### src/rtl/ex3_serial_rx_pkg.sv
// Shared definitions for the Excess-3 serial receiver: FSM encoding and legal code range.
package ex3_serial_rx_pkg;

   typedef enum logic [1:0] {
      ST_IDLE  = 2'd0,
      ST_SHIFT = 2'd1,
      ST_HOLD  = 2'd2
   } state_t;

   localparam logic [3:0] EX3_MIN = 4'd3;
   localparam logic [3:0] EX3_MAX = 4'd12;

   function automatic logic ex3_illegal(input logic [3:0] code);
      return (code < EX3_MIN) || (code > EX3_MAX);
   endfunction

endpackage

### src/rtl/ex3_check.sv
// Combinational legality test for one Excess-3 digit: err=1 when code is outside 3..12.
module ex3_check
   import ex3_serial_rx_pkg::*;
(
   input  logic [3:0] code,
   output logic       err
);

   assign err = ex3_illegal(code);

endmodule

### src/rtl/ex3_serial_rx.sv
// Bit-serial Excess-3 frame receiver: assembles DIGITS digits LSB-first, flags
// illegal digits and presents the frame on a valid/ready handshake.
module ex3_serial_rx
   import ex3_serial_rx_pkg::*;
#(
   parameter int DIGITS = 4
) (
   input  logic                  clk,
   input  logic                  rst_n,
   input  logic                  bit_in,
   input  logic                  bit_valid,
   input  logic                  sof,
   output logic                  in_ready,
   output logic [4*DIGITS-1:0]   ex3_out,
   output logic [DIGITS-1:0]     digit_err,
   output logic                  out_valid,
   input  logic                  out_ready,
   output logic                  overrun,
   output logic                  resync
);

   localparam int NBITS = 4 * DIGITS;
   localparam int CW    = $clog2(NBITS);
   localparam logic [CW-1:0] LAST_IDX = CW'(NBITS - 1);

   state_t            state;
   logic [CW-1:0]     cnt;
   logic [CW-1:0]     idx;
   logic              take;
   logic              is_last;
   logic [NBITS-1:0]  shift_next;
   logic [DIGITS-1:0] lane_err;
   logic [DIGITS-1:0] err_next;

   // In IDLE only an sof bit starts a frame; plain bits there are ignored.
   assign take    = bit_valid && in_ready && (sof || (state == ST_SHIFT));
   assign idx     = sof ? '0 : cnt;
   assign is_last = (idx == LAST_IDX);

   always_comb begin
      shift_next      = sof ? '0 : ex3_out;
      shift_next[idx] = bit_in;
   end

   // Each digit's flag is captured from the lane as it will look once its 4th bit lands.
   generate
      for (genvar gi = 0; gi < DIGITS; gi++) begin : g_lane
         ex3_check u_check (
            .code (shift_next[4*gi +: 4]),
            .err  (lane_err[gi])
         );
         assign err_next[gi] = (idx == CW'(4*gi + 3)) ? lane_err[gi]
                             : (sof ? 1'b0 : digit_err[gi]);
      end
   endgenerate

   always_ff @(posedge clk or negedge rst_n) begin
      if (!rst_n) begin
         state     <= ST_IDLE;
         cnt       <= '0;
         ex3_out   <= '0;
         digit_err <= '0;
         in_ready  <= 1'b1;
         out_valid <= 1'b0;
         overrun   <= 1'b0;
         resync    <= 1'b0;
      end else begin
         overrun <= bit_valid && !in_ready;
         resync  <= 1'b0;
         case (state)
            ST_IDLE, ST_SHIFT: begin
               if (take) begin
                  ex3_out   <= shift_next;
                  digit_err <= err_next;
                  resync    <= sof && (state == ST_SHIFT);
                  if (is_last) begin
                     state     <= ST_HOLD;
                     cnt       <= '0;
                     in_ready  <= 1'b0;
                     out_valid <= 1'b1;
                  end else begin
                     state <= ST_SHIFT;
                     cnt   <= idx + 1'b1;
                  end
               end
            end
            ST_HOLD: begin
               if (out_ready) begin
                  state     <= ST_IDLE;
                  cnt       <= '0;
                  in_ready  <= 1'b1;
                  out_valid <= 1'b0;
               end
            end
            default: begin
               state     <= ST_IDLE;
               cnt       <= '0;
               in_ready  <= 1'b1;
               out_valid <= 1'b0;
            end
         endcase
      end
   end

endmodule

### config.mk
export PLATFORM = sky130hd
export DESIGN_NAME = ex3_serial_rx
export DESIGN_NICKNAME = d
export VERILOG_FILES = /design/src/rtl/ex3_serial_rx_pkg.sv /design/src/rtl/ex3_check.sv /design/src/rtl/ex3_serial_rx.sv
export SDC_FILE = /design/constraint.sdc
export NUM_CORES = 1
export LEC_CHECK = 0
export CORE_ASPECT_RATIO = 2
export CORE_MARGIN = 2
export CORE_UTILIZATION = 53
export CTS_BUF_LIST = sky130_fd_sc_hd__clkbuf_16
export CTS_CLUSTER_DIAMETER = 60
export DETAILED_ROUTE_END_ITERATION = 7
export PLACE_DENSITY = 0.85
export SYNTH_ARGS = -nofsm -noshare
export SYNTH_HDL_FRONTEND = slang
export SYNTH_SLANG_ARGS = --single-unit
### constraint.sdc
create_clock -name clk -period 2.6 [get_ports clk]
set_clock_uncertainty 0.1 [all_clocks]
set_input_delay 0.39 -clock clk [delete_from_list [all_inputs] [get_ports clk]]
set_output_delay 0.39 -clock clk [all_outputs]
set_load 0.03 [all_outputs]
# Word-level counts from Yosys, hierarchy flattened
# Index checks and enable logic that the tools add are counted.
# totals
reg_bits,30
word_cells,83
output_inout_bits,24
in_bits,6
# op_classes
addsub,1
order_cmp,10
n_eq_ne,9
muxes,28
reduce_logical,24
# ops
operator,n
bitwise mux 16 bit,1
> comparator 4 bit (second input constant),4
less-than comparator 4 x 2 -> 1 bit (second input constant),4
two-way mux 16 bit,1
two-way mux 4 bit,4
AND reduction 3 bit,5
two-way mux 1 bit,14
== test 4 bit (second input constant),2
case mux 4 bit (2 select lines),1
nonzero test 2 bit,4
two-way mux 2 bit,3
!= test 2 bit (second input constant),3
logical AND 1 bit,5
logical OR 1 bit,5
less-than comparator 4 x 5 -> 1 bit (second input constant),1
adder 4 x 1 -> 4 bit (second input constant),1
demux 1 bit (select 4 bit),1
== test 4 x 2 -> 1 bit (second input constant),1
== test 4 x 3 -> 1 bit (second input constant),1
greater-or-equal comparator 4 x 1 -> 1 bit (second input constant),1
case mux 1 bit (2 select lines),2
case mux 2 bit (2 select lines),1
AND reduction 2 bit,2
== test 2 x 1 -> 1 bit (second input constant),1
4 further kinds,4

# Longest topological paths before layout
# depth
depth_word,9
mapped_depth,10

# Cells and area by module
# A second synthesis with hierarchy kept.
# hier_totals
cells_unflattened,233
area_unflattened_um2,2102.0
# by_module_without_submodules
module,instances,cells_per_inst,area_each_um2,seq_area_each_um2
ex3_serial_rx,1,221,2021.9,752.0
ex3_check,4,3,20.0,0.0

# Least setup slack after synthesis
# OpenSTA, ideal clock, no wires.
# synth_timing
kind,input to register
start,input sof
end,register digit_err[0]
slack_ps,391
setup_ps,122
stages,10
n_path_buf,2
t_arrival_ps,1987
cell_sequence,buf_2 clkbuf_1 nor2b_1 inv_1 ha_1 nor3b_1 o32ai_2 a21o_1 mux2i_1 a32o_1
# synth_via
elab_chain_cells,9
word_cells_on_any_way,17
classes_between,order compare: 4; eq/ne: 1; mux: 6; reduce/logical: 6
# synth_lines
item,line_no,source
from (decl),ex3_serial_rx.sv:12,"input logic sof,"
two-way mux 4 bit,ex3_serial_rx.sv:37,assign idx = sof ? '0 : cnt;
less-than comparator 4 x 5 -> 1 bit (not written as such) or greater-or-equal comparator 4 x 1 -> 1 bit (tied branches),ex3_serial_rx.sv:42,shift_next[idx] = bit_in;
logical AND 1 bit (not written as such),ex3_serial_rx.sv:42,
two-way mux 1 bit (not written as such),ex3_serial_rx.sv:42,
demux 1 bit (select 4 bit),ex3_serial_rx.sv:42,
bitwise mux 16 bit,ex3_serial_rx.sv:42,
less-than comparator 4 x 2 -> 1 bit or > comparator 4 bit (tied branches),ex3_serial_rx_pkg.sv:14,return (code < EX3_MIN) || (code > EX3_MAX);
logical OR 1 bit,ex3_serial_rx_pkg.sv:14,
two-way mux 1 bit,ex3_serial_rx.sv:52,assign err_next[gi] = (idx == CW'(4*gi + 3)) ? lane_err[gi]
to (signal assigned),ex3_serial_rx.sv:74,digit_err <= err_next;
to (decl),ex3_serial_rx.sv:15,"output logic [DIGITS-1:0] digit_err,"
# Several ways; a longest one is shown, not always the timed one.
# A chain may end at the register's enable or synchronous reset.

# Final worst setup path
# Same ends and word-level chain as after synthesis.

==> impl_metrics.env <==
export IMPL_finalCritPeriodShare_pct=88.2
export IMPL_first_pass_iters=4
export IMPL_drt_antenna_violating_nets=0
export IMPL_layout_min_cycle_time_ns=2.29
export IMPL_timing_hold_violations_final=0
export IMPL_use_met1_pct=28.4
export IMPL_core_area_sq_um=3380
export IMPL_worst_hold_slack_ns=0.396
export IMPL_pre_cts_worst_setup_slack_ns=0.0376
export IMPL_global_route_peak_usage_layer="met2"
export IMPL_met3_usage_pct=6.19
export IMPL_tritoncts="yes"
export IMPL_post_synth_cell_area_avg_sq_um=9.07
export IMPL_number_of_global_route_vias_before_repair=1652
export IMPL_post_dp_cell_area_sq_um=2200
export IMPL_grt_util_met2_pct=40.2
export IMPL_cts_repair_resize_count=0
export IMPL_finish_instance_area_sq_um=2330
export IMPL_port_buffer_count=29
export IMPL_area_growth_pct=24.4
export IMPL_synth_warning_count=0
export IMPL_p_leak_nw=1.08
export IMPL_timing_hold_worst_class="primary input to asynchronous set/reset pin"
export IMPL_critPathLaunchType="primary input"
export IMPL_vias_per_cell=5.73
export IMPL_max_slew_margin_pct=48.0
export IMPL_seq_area_frac_synth_pct=40.1
export IMPL_ff_latch_area_sq_um=752
export IMPL_final_critical_path_setup_slack_ns=0.306
export IMPL_finalSetupTns_ns=0
export IMPL_drc_violation_count_after_routing=0
export IMPL_fillers=272
export IMPL_worstSetupPathType="primary input to flip-flop"
export IMPL_antennaDiodeCount=0
export IMPL_detailed_place_hpwl_microns=2880
export IMPL_arrival_ns=2.35
export IMPL_routed_wire_length_per_instance_microns=15.3
export IMPL_die_height_microns=88.2
export IMPL_setup_violations=0
export IMPL_die_w_microns=46.1
export IMPL_critPathMaxFanout=5
export IMPL_ctsRootBufferMaster="sky130_fd_sc_hd__clkbuf_16"
export IMPL_max_clock_freq_ghz=0.436
export IMPL_tritoncts_num_buffers=5
export IMPL_clk_slew_on_worst_s_h_paths_ns=0.05
export IMPL_drt_initial_drc_count=40
export IMPL_syn_inst=207
export IMPL_io_pins=30
export IMPL_rr_startpoint="cnt[3]"
export IMPL_gp_routability_congestion=0.891
export IMPL_post_cts_repair_setup_buffers=0
export IMPL_global_route_usage_total_pct=24.9
export IMPL_nNetsFinal=249
export IMPL_area_share_of_the_largest_cell_type_after_synthesis_pct=38.7
export IMPL_overall_die_area_sq_um=4060
export IMPL_cts_sinks=30
export IMPL_floorplan_rows=30
export IMPL_critPathRequiredTime_ns=2.66
export IMPL_cts_buffer_depth=2
export IMPL_ys_ff_latch=30
export IMPL_pin_count_of_the_biggest_net_entering_global_routing=31
export IMPL_rsz0062_at_grt="no"
export IMPL_irDropWorstVdd_uv=441
export IMPL_power_density_nw_per_um2=450
export IMPL_multiInputGateArea_sq_um=1010
export IMPL_clock_latency_ns=0.28
export IMPL_synth_top_cell_by_area="sky130_fd_sc_hd__dfrtp_1"
export IMPL_grt_overflow=0
export IMPL_netlist_top_cells_area="sky130_fd_sc_hd__dfrtp_1, sky130_fd_sc_hd__nand2_1, sky130_fd_sc_hd__mux2i_1"
export IMPL_netlist_cell_type_count=41
export IMPL_setup_worst_path_start="sof"
export IMPL_tightestPinTransition_ns=0.779
export IMPL_grt_antenna_before_repair=0
export IMPL_htree_levels=2
export IMPL_final_max_slew_viol_count=0
export IMPL_power_mw=1.05
export IMPL_crit_path_end_kind="flip-flop"
export IMPL_vias=1571
export IMPL_postSynthNetCount=215
export IMPL_routed_wirelength_microns=4200
export IMPL_max_cap_viol_count=0
export IMPL_initial_utilization_pct=55.6
export IMPL_post_synth_design_cell_area_sq_um=1880
export IMPL_grt_pass1_wl_microns=7430
export IMPL_hold_fix_buffer_count_after_cts=0
export IMPL_drive_above_1_share_pct=10.7
export IMPL_run_status="completed"
-- cells by family after synthesis --
group / after synthesis / synth area share, %
flip-flops: 30 / 40.1
multiplexers: 15 / 8.20
buffers and inverters: 17 / 5.87
adder cells (fa/ha/maj): 2 / 1.33
AO/OA/AOI/OAI: 36 / 13.3
AND/OR/NAND/NOR: 107 / 31.3
-- power by group --
group / internal, mW / total (mW) / switching, mW / leakage [nW]
clock network: 0.343 / 0.537 / 0.194 / 0.0776
logic: 0.0199 / 0.0458 / 0.0259 / 0.599
registers: 0.469 / 0.469 / 0.000346 / 0.403
total: 0.831 / 1.05 / 0.220 / 1.08
-- per-layer routing --
metal,part of all wire [%],wire [microns],up-vias
met1,39,1620,741
met2,55,2300,45
met5,0,0,-
met3,3.5,148,12
li1,-,-,773
met4,3.0,126,0
-- critical path: stages --
cell	delay [ns]
sky130_fd_sc_hd__clkdlybuf4s50_1	0.44
sky130_fd_sc_hd__nor2b_1	0.22
sky130_fd_sc_hd__inv_1	0.07
sky130_fd_sc_hd__ha_1	0.27
sky130_fd_sc_hd__nor3b_1	0.17
sky130_fd_sc_hd__o32ai_2	0.29
sky130_fd_sc_hd__a21o_1	0.16
sky130_fd_sc_hd__mux2i_1	0.07
sky130_fd_sc_hd__a32o_1	0.26
-- cells in the mapped netlist (all sizes together) --
library cell / instances
dfstp: 1
mux2i: 15
buf: 12
a211oi: 1
nand4: 1
and4bb: 2
a311oi: 1
and3: 1
o32ai: 2
ha: 2
nand3: 2
nand4b: 3
nand4bb: 1
a21o: 2
o21a: 5
inv: 3
o22ai: 1
o31ai: 1
clkbuf: 2
a21oi: 3
o21ai: 17
nor3b: 3
dfrtp: 29
nor2: 6
o21ba: 1
nand2b: 16
nor2b: 3
nand2: 57
and2: 1
nor4b: 1
nand3b: 9
a32o: 2
and3b: 1
-- worst paths after layout --
path,end,slack [ns],cells past startpoint
worst min register to register,out_valid,0.40,2
worst max register to register,digit_err[2],0.50,5
worst min-delay path,resync,0.40,2
min in group clk,out_valid,0.40,2
max in group asynchronous,in_ready,1.68,2
worst max-delay path,digit_err[0],0.31,9
-- final cells by class --
cell class / instances / share of cell area, %
sequential: 30 / 32.2
timing repair buffer: 41 / 16.3
clock inverter: 3 / 0.482
clock buffer: 5 / 5.36
inverter: 3 / 0.482
tap: 32 / 1.71
multi-input combinational: 160 / 43.5
-- placed cells by master (no fill, tap or decap), drive strengths merged, types with 2 or more instances in the layout --
cell type | netlist | routed
a21o | 2 | 2
a21oi | 3 | 3
a32o | 2 | 2
and4bb | 2 | 2
buf | 12 | 12
clkbuf | 2 | 5
clkdlybuf4s50 | 0 | 29
dfrtp | 29 | 29
ha | 2 | 2
inv | 3 | 6
mux2i | 15 | 15
nand2 | 57 | 57
nand2b | 16 | 16
nand3 | 2 | 2
nand3b | 9 | 9
nand4b | 3 | 3
nor2 | 6 | 6
nor2b | 3 | 3
nor3b | 3 | 3
o21a | 5 | 5
o21ai | 17 | 17
o32ai | 2 | 2
-- sequential cells by signal (all words and copies together) (netlist names) --
register   flops
cnt            4
digit_err      4
ex3_out       16
in_ready       1
out_valid      1
overrun        1
resync         1
state          2
-- through the flow --
stage	utilization (%)	std cells
after detailed placement	65.1	266
after CTS	69.1	274
after floorplan	-	207
final	69.1	274
after global placement	65.1	266
after global routing	69.1	274
Power figures use the tool's default switching activity.
